### src/rtl/standoff_pkg.sv
// standoff_pkg
// Shared encodings for the standoff round resolver: one-hot choice codes,
// outcome codes, the resolver state enum and the per-side action decode.
package standoff_pkg;

  localparam logic [3:0] CH_SHOOT  = 4'b0100;
  localparam logic [3:0] CH_RELOAD = 4'b0010;
  localparam logic [3:0] CH_DUCK   = 4'b0001;
  localparam logic [3:0] CH_IDLE   = 4'b1000;

  localparam logic [1:0] OUT_NONE  = 2'b00;
  localparam logic [1:0] OUT_P_WIN = 2'b01;
  localparam logic [1:0] OUT_C_WIN = 2'b10;
  localparam logic [1:0] OUT_DRAW  = 2'b11;

  localparam logic [1:0] MAX_BULLETS = 2'd3;

  typedef enum logic [1:0] {
    S_WAIT    = 2'd0,
    S_RESOLVE = 2'd1,
    S_HOLD    = 2'd2,
    S_OVER    = 2'd3
  } state_t;

  typedef enum logic [1:0] {
    ACT_IDLE   = 2'd0,
    ACT_SHOOT  = 2'd1,
    ACT_RELOAD = 2'd2,
    ACT_DUCK   = 2'd3
  } action_t;

  // Effective action of one side. Actions that cannot take effect (shoot
  // with an empty gun, reload with a full one, malformed codes) collapse
  // to idle so the outcome table only has to reason about real actions.
  function automatic action_t decode_action(input logic [3:0] ch,
                                            input logic [1:0] cnt);
    action_t act;
    act = ACT_IDLE;
    case (ch)
      CH_SHOOT:  act = (cnt != 2'd0)        ? ACT_SHOOT  : ACT_IDLE;
      CH_RELOAD: act = (cnt != MAX_BULLETS) ? ACT_RELOAD : ACT_IDLE;
      CH_DUCK:   act = ACT_DUCK;
      CH_IDLE:   act = ACT_IDLE;
      default:   act = ACT_IDLE;
    endcase
    return act;
  endfunction

endpackage

### src/rtl/duel_rules.sv
// duel_rules
// Purely combinational round rules: maps both final choices and both
// current bullet counts to the next counts and the raw outcome.
// Ports:
//   i_p_choice, i_c_choice : one-hot choices (player / computer)
//   i_p_count,  i_c_count  : bullet counts before the round
//   o_p_count,  o_c_count  : bullet counts after the round
//   o_outcome              : OUT_NONE / OUT_P_WIN / OUT_C_WIN
module duel_rules
  import standoff_pkg::*;
(
  input  logic [3:0] i_p_choice,
  input  logic [3:0] i_c_choice,
  input  logic [1:0] i_p_count,
  input  logic [1:0] i_c_count,
  output logic [1:0] o_p_count,
  output logic [1:0] o_c_count,
  output logic [1:0] o_outcome
);

  action_t w_p_act;
  action_t w_c_act;

  always_comb begin
    w_p_act = decode_action(i_p_choice, i_p_count);
    w_c_act = decode_action(i_c_choice, i_c_count);
  end

  // decode_action already guarantees shoot only with count>0 and reload
  // only with count<3, so no saturation checks are needed here.
  always_comb begin
    o_p_count = i_p_count;
    o_c_count = i_c_count;
    if (w_p_act == ACT_SHOOT)  o_p_count = i_p_count - 2'd1;
    if (w_p_act == ACT_RELOAD) o_p_count = i_p_count + 2'd1;
    if (w_c_act == ACT_SHOOT)  o_c_count = i_c_count - 2'd1;
    if (w_c_act == ACT_RELOAD) o_c_count = i_c_count + 2'd1;
  end

  // A shot only lands on an opponent who is reloading or idle.
  always_comb begin
    o_outcome = OUT_NONE;
    if (w_p_act == ACT_SHOOT &&
        (w_c_act == ACT_RELOAD || w_c_act == ACT_IDLE))
      o_outcome = OUT_P_WIN;
    else if (w_c_act == ACT_SHOOT &&
             (w_p_act == ACT_RELOAD || w_p_act == ACT_IDLE))
      o_outcome = OUT_C_WIN;
  end

endmodule

### src/rtl/round_resolver.sv
// round_resolver
// Consumer end of the choice-validation path: accepts the validated final
// choices of both sides, resolves one standoff round, keeps both bullet
// counts and sequences rounds (accept, resolve, hold, wait / game over).
// Optional feature macro: ROUND_LIMIT_EN (round limit of MAX_ROUNDS ends the
// game in a draw). Default build: no limit, outcome 11 never produced.
// Ports:
//   clk, rst          : clock (rising edge), async active-high reset
//   p_choice/c_choice : one-hot final choices
//   choice_valid      : both choices present (taken only while ready=1)
//   new_game          : restart pulse, highest priority
//   ready             : high in S_WAIT only
//   p_count/c_count   : bullet counts, fed back to the validators
//   outcome           : 00 continue, 01 player wins, 10 computer wins, 11 draw
//   result_valid      : one-cycle pulse when outcome/counts update
//   game_over         : high in S_OVER
//   round_num         : completed rounds, saturating
//
// state     | meaning
// S_WAIT    | idle, ready=1, waiting for choice_valid
// S_RESOLVE | choices latched, counts/outcome update at the next edge
// S_HOLD    | result held for HOLD_CYCLES cycles
// S_OVER    | game finished, outputs frozen until new_game
module round_resolver
  import standoff_pkg::*;
#(
  parameter int START_BULLETS = 1,
  parameter int HOLD_CYCLES   = 4,
  parameter int ROUND_W       = 8,
  parameter int MAX_ROUNDS    = 20
) (
  input  logic               clk,
  input  logic               rst,
  input  logic [3:0]         p_choice,
  input  logic [3:0]         c_choice,
  input  logic               choice_valid,
  input  logic               new_game,
  output logic               ready,
  output logic [1:0]         p_count,
  output logic [1:0]         c_count,
  output logic [1:0]         outcome,
  output logic               result_valid,
  output logic               game_over,
  output logic [ROUND_W-1:0] round_num
);

  localparam logic [1:0] START_CNT = 2'(START_BULLETS);
  localparam int         HOLD_W    = (HOLD_CYCLES > 1) ? $clog2(HOLD_CYCLES) : 1;

`ifdef ROUND_LIMIT_EN
  localparam bit LIMIT_EN = 1'b1;
`else
  localparam bit LIMIT_EN = 1'b0;
`endif

  state_t               r_state;
  state_t               w_state_nxt;
  logic [3:0]           r_p_ch;
  logic [3:0]           r_c_ch;
  logic [HOLD_W-1:0]    r_hold_cnt;
  logic [1:0]           r_p_count;
  logic [1:0]           r_c_count;
  logic [1:0]           r_outcome;
  logic                 r_result_valid;
  logic                 r_game_over;
  logic [ROUND_W-1:0]   r_round_num;

  logic [1:0]           w_p_next;
  logic [1:0]           w_c_next;
  logic [1:0]           w_raw_outcome;
  logic [1:0]           w_final_outcome;
  logic [ROUND_W-1:0]   w_round_inc;
  logic                 w_limit_hit;

  duel_rules u_rules (
    .i_p_choice (r_p_ch),
    .i_c_choice (r_c_ch),
    .i_p_count  (r_p_count),
    .i_c_count  (r_c_count),
    .o_p_count  (w_p_next),
    .o_c_count  (w_c_next),
    .o_outcome  (w_raw_outcome)
  );

  always_comb begin
    w_round_inc = (r_round_num == {ROUND_W{1'b1}}) ? r_round_num
                                                    : r_round_num + 1'b1;
    // Limit only turns an undecided round into a draw; a real win stands.
    w_limit_hit = LIMIT_EN && (w_raw_outcome == OUT_NONE) &&
                  (w_round_inc >= ROUND_W'(MAX_ROUNDS));
    w_final_outcome = w_limit_hit ? OUT_DRAW : w_raw_outcome;
  end

  always_ff @(posedge clk or posedge rst) begin
    if (rst) r_state <= S_WAIT;
    else     r_state <= w_state_nxt;
  end

  always_comb begin
    w_state_nxt = r_state;
    if (new_game) begin
      w_state_nxt = S_WAIT;
    end else begin
      case (r_state)
        S_WAIT:    if (choice_valid) w_state_nxt = S_RESOLVE;
        S_RESOLVE: w_state_nxt = (w_final_outcome != OUT_NONE) ? S_OVER : S_HOLD;
        S_HOLD:    if (r_hold_cnt == '0) w_state_nxt = S_WAIT;
        S_OVER:    w_state_nxt = S_OVER;
        default:   w_state_nxt = S_WAIT;
      endcase
    end
  end

  // Hold timer: loaded while resolving, terminal count ends the hold.
  always_ff @(posedge clk or posedge rst) begin
    if (rst) begin
      r_hold_cnt <= '0;
    end else if (r_state == S_RESOLVE) begin
      r_hold_cnt <= HOLD_W'(HOLD_CYCLES - 1);
    end else if (r_state == S_HOLD && r_hold_cnt != '0) begin
      r_hold_cnt <= r_hold_cnt - 1'b1;
    end
  end

  always_ff @(posedge clk or posedge rst) begin
    if (rst) begin
      r_p_ch         <= CH_IDLE;
      r_c_ch         <= CH_IDLE;
      r_p_count      <= START_CNT;
      r_c_count      <= START_CNT;
      r_outcome      <= OUT_NONE;
      r_result_valid <= 1'b0;
      r_game_over    <= 1'b0;
      r_round_num    <= '0;
    end else begin
      r_result_valid <= 1'b0;
      if (new_game) begin
        r_p_count   <= START_CNT;
        r_c_count   <= START_CNT;
        r_outcome   <= OUT_NONE;
        r_game_over <= 1'b0;
        r_round_num <= '0;
      end else if (r_state == S_WAIT && choice_valid) begin
        r_p_ch <= p_choice;
        r_c_ch <= c_choice;
      end else if (r_state == S_RESOLVE) begin
        r_p_count      <= w_p_next;
        r_c_count      <= w_c_next;
        r_outcome      <= w_final_outcome;
        r_round_num    <= w_round_inc;
        r_result_valid <= 1'b1;
        r_game_over    <= (w_final_outcome != OUT_NONE);
      end
    end
  end

  assign ready        = (r_state == S_WAIT);
  assign p_count      = r_p_count;
  assign c_count      = r_c_count;
  assign outcome      = r_outcome;
  assign result_valid = r_result_valid;
  assign game_over    = r_game_over;
  assign round_num    = r_round_num;

endmodule

### config.mk
export PLATFORM = sky130hd
export DESIGN_NAME = round_resolver
export DESIGN_NICKNAME = d
export VERILOG_FILES = /design/src/rtl/standoff_pkg.sv /design/src/rtl/duel_rules.sv /design/src/rtl/round_resolver.sv
export SDC_FILE = /design/constraint.sdc
export NUM_CORES = 1
export LEC_CHECK = 0
export ABC_AREA = 1
export BUFFER_PORTS_ARGS = -buffer_cell sky130_fd_sc_hd__buf_4
export CAP_MARGIN = 20
export CORE_MARGIN = 2
export CORE_UTILIZATION = 50
export CTS_CLUSTER_SIZE = 12
export DETAILED_ROUTE_END_ITERATION = 8
export PLACE_DENSITY = 0.82
export SYNTH_ARGS = -nofsm -noshare
export SYNTH_HDL_FRONTEND = slang
export SYNTH_SLANG_ARGS = --single-unit
### constraint.sdc
create_clock -name clk -period 4.1 [get_ports clk]
set_input_delay 0.41 -clock clk [delete_from_list [all_inputs] [get_ports clk]]
set_output_delay 0.41 -clock clk [all_outputs]
set_load 0.05 [all_outputs]
# Yosys cells after proc, flatten, opt, wreduce, memory -nomap -nowiden
# Cells that the tools add are included.
# op_classes
add_sub_neg,6
mul,0
div_mod_pow,0
order_cmp,0
n_eq_ne,20
shift,0
n_mux,38
bitwise_logic,1
reduce_logical,24
# ops
cell,count
$mux 2,22
$mux 8,4
$pmux 2 s3,2
$reduce_bool 2->1,6
$mux 1,9
$reduce_and 3->1,3
$add 8x1->8 const B,1
$eq 2x2->1 const B,4
$eq 4x1->1 const B,2
$eq 4x2->1 const B,2
$eq 4x3->1 const B,2
$eq 8x8->1 const B,1
$logic_not 2->1,4
$ne 2x2->1 const B,4
$pmux 2 s4,1
$eq 2x1->1 const B,3
$ne 3x3->1 const B,2
$reduce_and 2->1,3
$reduce_bool 3->1,2
$sub 2x1->2 const B,3
$add 2x1->2 const B,2
$logic_and 1x1->1,4
$logic_or 1x1->1,2
$not 1->1,1
# word_totals
ff_bits,28
latch_bits,0
ramBits,0
rom_bits,0
in_bits,12
out_inout_bits,17
mem_count,0

# Depth between registers and ports, before layout
# depth
word_depth,12
depth_mapped,10

# Modules after synthesis
# Synthesis repeated with hierarchy kept, for this count alone.
# hier_totals
hier_cells,195
area_unflattened_um2,1559.0
# modules_own_cells
module,n_inst,cells_each,area_each_um2,seq_area_each_um2
round_resolver,1,144,1311.3,705.7
duel_rules,1,51,247.7,0.0

# Worst setup path before layout
# OpenSTA, ideal clock, no wires.
# synth_timing
path_kind,flip-flop to flip-flop
from,register r_state[1]
to,register r_c_ch[0]
setup_time_ns,0.124
arrival_time_ns,1.762
t_required_ns,3.976
path_slack_ns,2.214
path_stages_with_launch,6
n_path_buf,1
period_less_slack_ns,1.886
path_cell_list,dfrtp_1 nor2_1 nand3_1 buf_2 nor2_1 a21oi_1
# synth_between
elab_chain_len,3
# synth_lines
item,line,text
start: declaration,round_resolver.sv:56,state_t r_state;
start signal: assignment,round_resolver.sv:96,else r_state <= w_state_nxt;
$logic_not 2->1,-,
named net ready,round_resolver.sv:38,"output logic ready,"
$logic_and 1x1->1,round_resolver.sv:143,end else if (r_state == S_WAIT && choice_valid) begin
$reduce_and 2->1 (no source line),-,
end signal: assignment,round_resolver.sv:145,r_c_ch <= c_choice;
end: declaration,round_resolver.sv:59,logic [3:0] r_c_ch;
# The timed path passes the listed nets, and every way through them passes these cells.
# A chain may end at the register's enable or synchronous reset.

# Worst setup path after layout
# layout_timing
from,register r_state[1]
to,output port ready
# layout_between
elab_chain_len,1
# layout_lines
item,line,text
$logic_not 2->1,round_resolver.sv:157,assign ready = (r_state == S_WAIT);
end: declaration,round_resolver.sv:38,
# Every way passes these cells.

==> impl_metrics.yaml <==
final_layout:
  final_nets: 231
  antenna_cells: 0
  drive_above_1_share_pct: 25.58
  area_delta_synth_final_pct: 18.51
  fillers: 265
global_route:
  grt_pass1_wl_mm: 4.933
  antenna_found_initial: 0
  grt_pass1_vias: 1230
  grt_max_degree: 29
  gr-usage-all-layers_pct: 18.36
  overflow: 0
cts:
  h-tree-depth: 1
  cts_sinks: 28
  clkLatencyLatePin_ps: 330
  cts_resized: 0
  cts_tree: "done"
  hold_buffers: 0
  cts.path.max_buffers: 2
  root_buffer: "clkbuf_4"
  clkSlewWorstSetupHoldPaths_ps: 140
  cts_made_buffers: 3
  post_cts_buffers: 0
synthesis:
  synth_cells: 186
  yosys.area_share.adder_pct: 1.691
  async_flop_share_pct: 100.0
  yosys.area_share.simple_pct: 30.94
  ys_ff_latch: 28
  synth_xor_area_share_pct: 0
  synth_area_leaders: "dfrtp_1, nand2_1, nand3_1"
  synth_top_family_by_area: "simple AND/OR/NAND/NOR gates"
  synthTopCellsByCount: "nand2_1, nor2_1, dfrtp_1, nand3_1, inv_1"
  synth_fp_nets: 200
  seq_area_frac_synth_pct: 47.68
  synth_top_area_cell: "dfrtp_1"
  synthMuxAreaShare_pct: 2.282
  ys_warn_count: 0
  synth.most_common_cell: "nand2_1"
  yosysTopAreaCellShare_pct: 40.57
  synth_area_per_cell_um2: 7.958
  synth_top_flop_cell: "dfrtp_1"
  syn-cell-area_um2: 1480
  synth_cell_types: 28
  synth_edf_count: 0
  synth_compound_area_share_pct: 8.876
timing:
  final_hold_viol_count: 0
  setup_viol: 0
  final_max_slew_viol_count: 0
  fin_crit_ps: 1577
  fin_setup_tns_ps: 0
  fmax_ghz: 0.6340
  worst_pin_slew_ps: 537.6
  finalCritPeriodShare_pct: 38.47
  setup_ws_ps: 2523
  rsz0062_at_grt: "no"
  fin_skew_ps: 6.018
  maxSlewHeadroom_pct: 64.12
critical_path:
  critical-path-slowest-cell: "dfrtp_1"
  worstPathMaxFanout: 3
  crit_path_start_kind: "register"
  max_stage_delay_ps: 440
  crit_path_end_kind: "output pin"
  crit_chain: "nor2_1 -> buf_4"
  arrival_ps: 1170
  worstPathRequired_ps: 3690
  crit_type: "reg2out"
detailed_routing:
  first_pass_iters: 4
  ant_nets: 0
  wl_per_cell_um: 11.24
  drtIter0Drc: 39
  avgViaCountPerCell: 5.232
  via_count: 1287
  wirelength_mm: 2.765
  drc_errors: 0
placement:
  dp_hpwl_mm: 2.087
  gp_congestion: 0.7831
  dp_slack_ps: 2355
  io_buffers: 28
floorplan:
  core_um2: 2781
  chipHeight_um: 58.41
  io_pins: 29
  die_w_um: 58.41
  initial_utilization_pct: 53.22
  rows: 19
  die-area_um2: 3412
pwr:
  sw_frac_of_total_pct: 39.61
  power_report.internal_total_uw: 467.6
  pwr_density_cell_nw_per_um2: 441.4
  power_switching_uw: 306.7
  combPwrFrac_pct: 36.5
  p_clk_share_pct: 14.5
  p_leak_nw: 0.9070
  ir_drop_mv: 0.3178
  seqPwrFrac_pct: 48.9
outcome:
  outcome: "completed"
min_path:
  worstHoldPathType: "in2async"
flow_run:
  max-cap-violations: 0
==> registers in the layout (all words and copies together) (netlist names) <==
signal        flops
outcome           2
r_state           2
p_count           2
result_valid      1
game_over         1
r_p_ch            4
r_c_ch            4
round_num         8
c_count           2
r_hold_cnt        2
==> worst max-delay path: cells and delay by family (launching register included) <==
family,cells,cell delay (ps)
buf+inv,1,220
flops,1,440
simple gates,1,170
==> final cells by class <==
cell class / instances / area (µm²) / area share [%]
well taps: 31 / 38.79 / 2.211
repair buffers: 29 / 237.7 / 13.55
clock buffers: 3 / 22.52 / 1.284
inverters: 27 / 101.3 / 5.777
flip-flops and latches: 28 / 705.7 / 40.23
multi-input cells: 128 / 648.1 / 36.95
==> layout by cell type (no fill, tap or decap), types with 2 or more instances in the layout <==
cell type	n
nor2_1	26
or2_2	2
o21ai_0	2
nand2_2	2
inv_2	5
inv_1	21
nor3_1	3
o21ai_2	3
o21ai_1	7
ha_1	2
nand3_2	2
nand2_1	36
nand4_1	3
a21oi_1	9
clkbuf_4	3
dfstp_2	4
buf_4	28
nand3_1	22
mux2_2	2
dfrtp_1	24
==> final timing paths <==
kind | to | slack [ps] | from | cells past startpoint
min in group clk | r_state[1]$_DFFE_PP0P_ | 260 | new_game | 2
worst min register to register | r_hold_cnt[0]$_DFFE_PP0P_ | 490 | r_hold_cnt[0]$_DFFE_PP0P_ | 1
max in group asynchronous | p_count[0]$_DFFE_PP1P_ | 3450 | rst | 3
worst min-delay path | game_over$_DFFE_PP0P_ | 100 | rst | 2
worst max-delay path | ready | 2520 | r_state[1]$_DFFE_PP0P_ | 2
worst max register to register | r_p_ch[0]$_DFFE_PP0P_ | 2560 | r_state[1]$_DFFE_PP0P_ | 3
==> power by group through the flow <==
stage	sequential (mW)	clock (mW)	combinational, mW
floorplan	0.442	0	0.150
global placement	0.382	0	0.276
detailed placement	0.384	0	0.281
CTS	0.379	0.116	0.282
global route	0.386	0.129	0.314
finish	0.379	0.113	0.283
==> routing by layer <==
layer | share of wire [%] | GRT usage, % | up-vias
met1 | 47 | 24.61 | 590
met4 | 1.6 | 7.641 | 0
met2 | 47 | 30.34 | 30
met3 | 4.2 | 1.978 | 5
met5 | 0 | 0 | -
li1 | - | - | 662
==> stage by stage <==
step / instances / hold slack, ps / power [mW] / cell area (µm²) / util, %
floorplan: 186 / 444.5 / 0.5923 / 1480 / -
finish: 246 / 104.9 / 0.7743 / 1754 / 63.07
global placement: 242 / 463.8 / 0.6587 / 1704 / 61.27
detailed placement: 242 / 471.4 / 0.6656 / 1704 / 61.27
CTS: 245 / 256.7 / 0.7767 / 1727 / 62.08
global route: 246 / 125.3 / 0.8289 / 1754 / 63.07
==> kinds of logic (layout without fill, tap and decap cells) <==
family	Yosys count	after routing
buf+inv	30	59
simple gates	100	100
compound gates	23	23
flops	28	28
mux	3	3
fa+ha+maj	2	2
No activity file was read; power rests on OpenSTA's default activity.
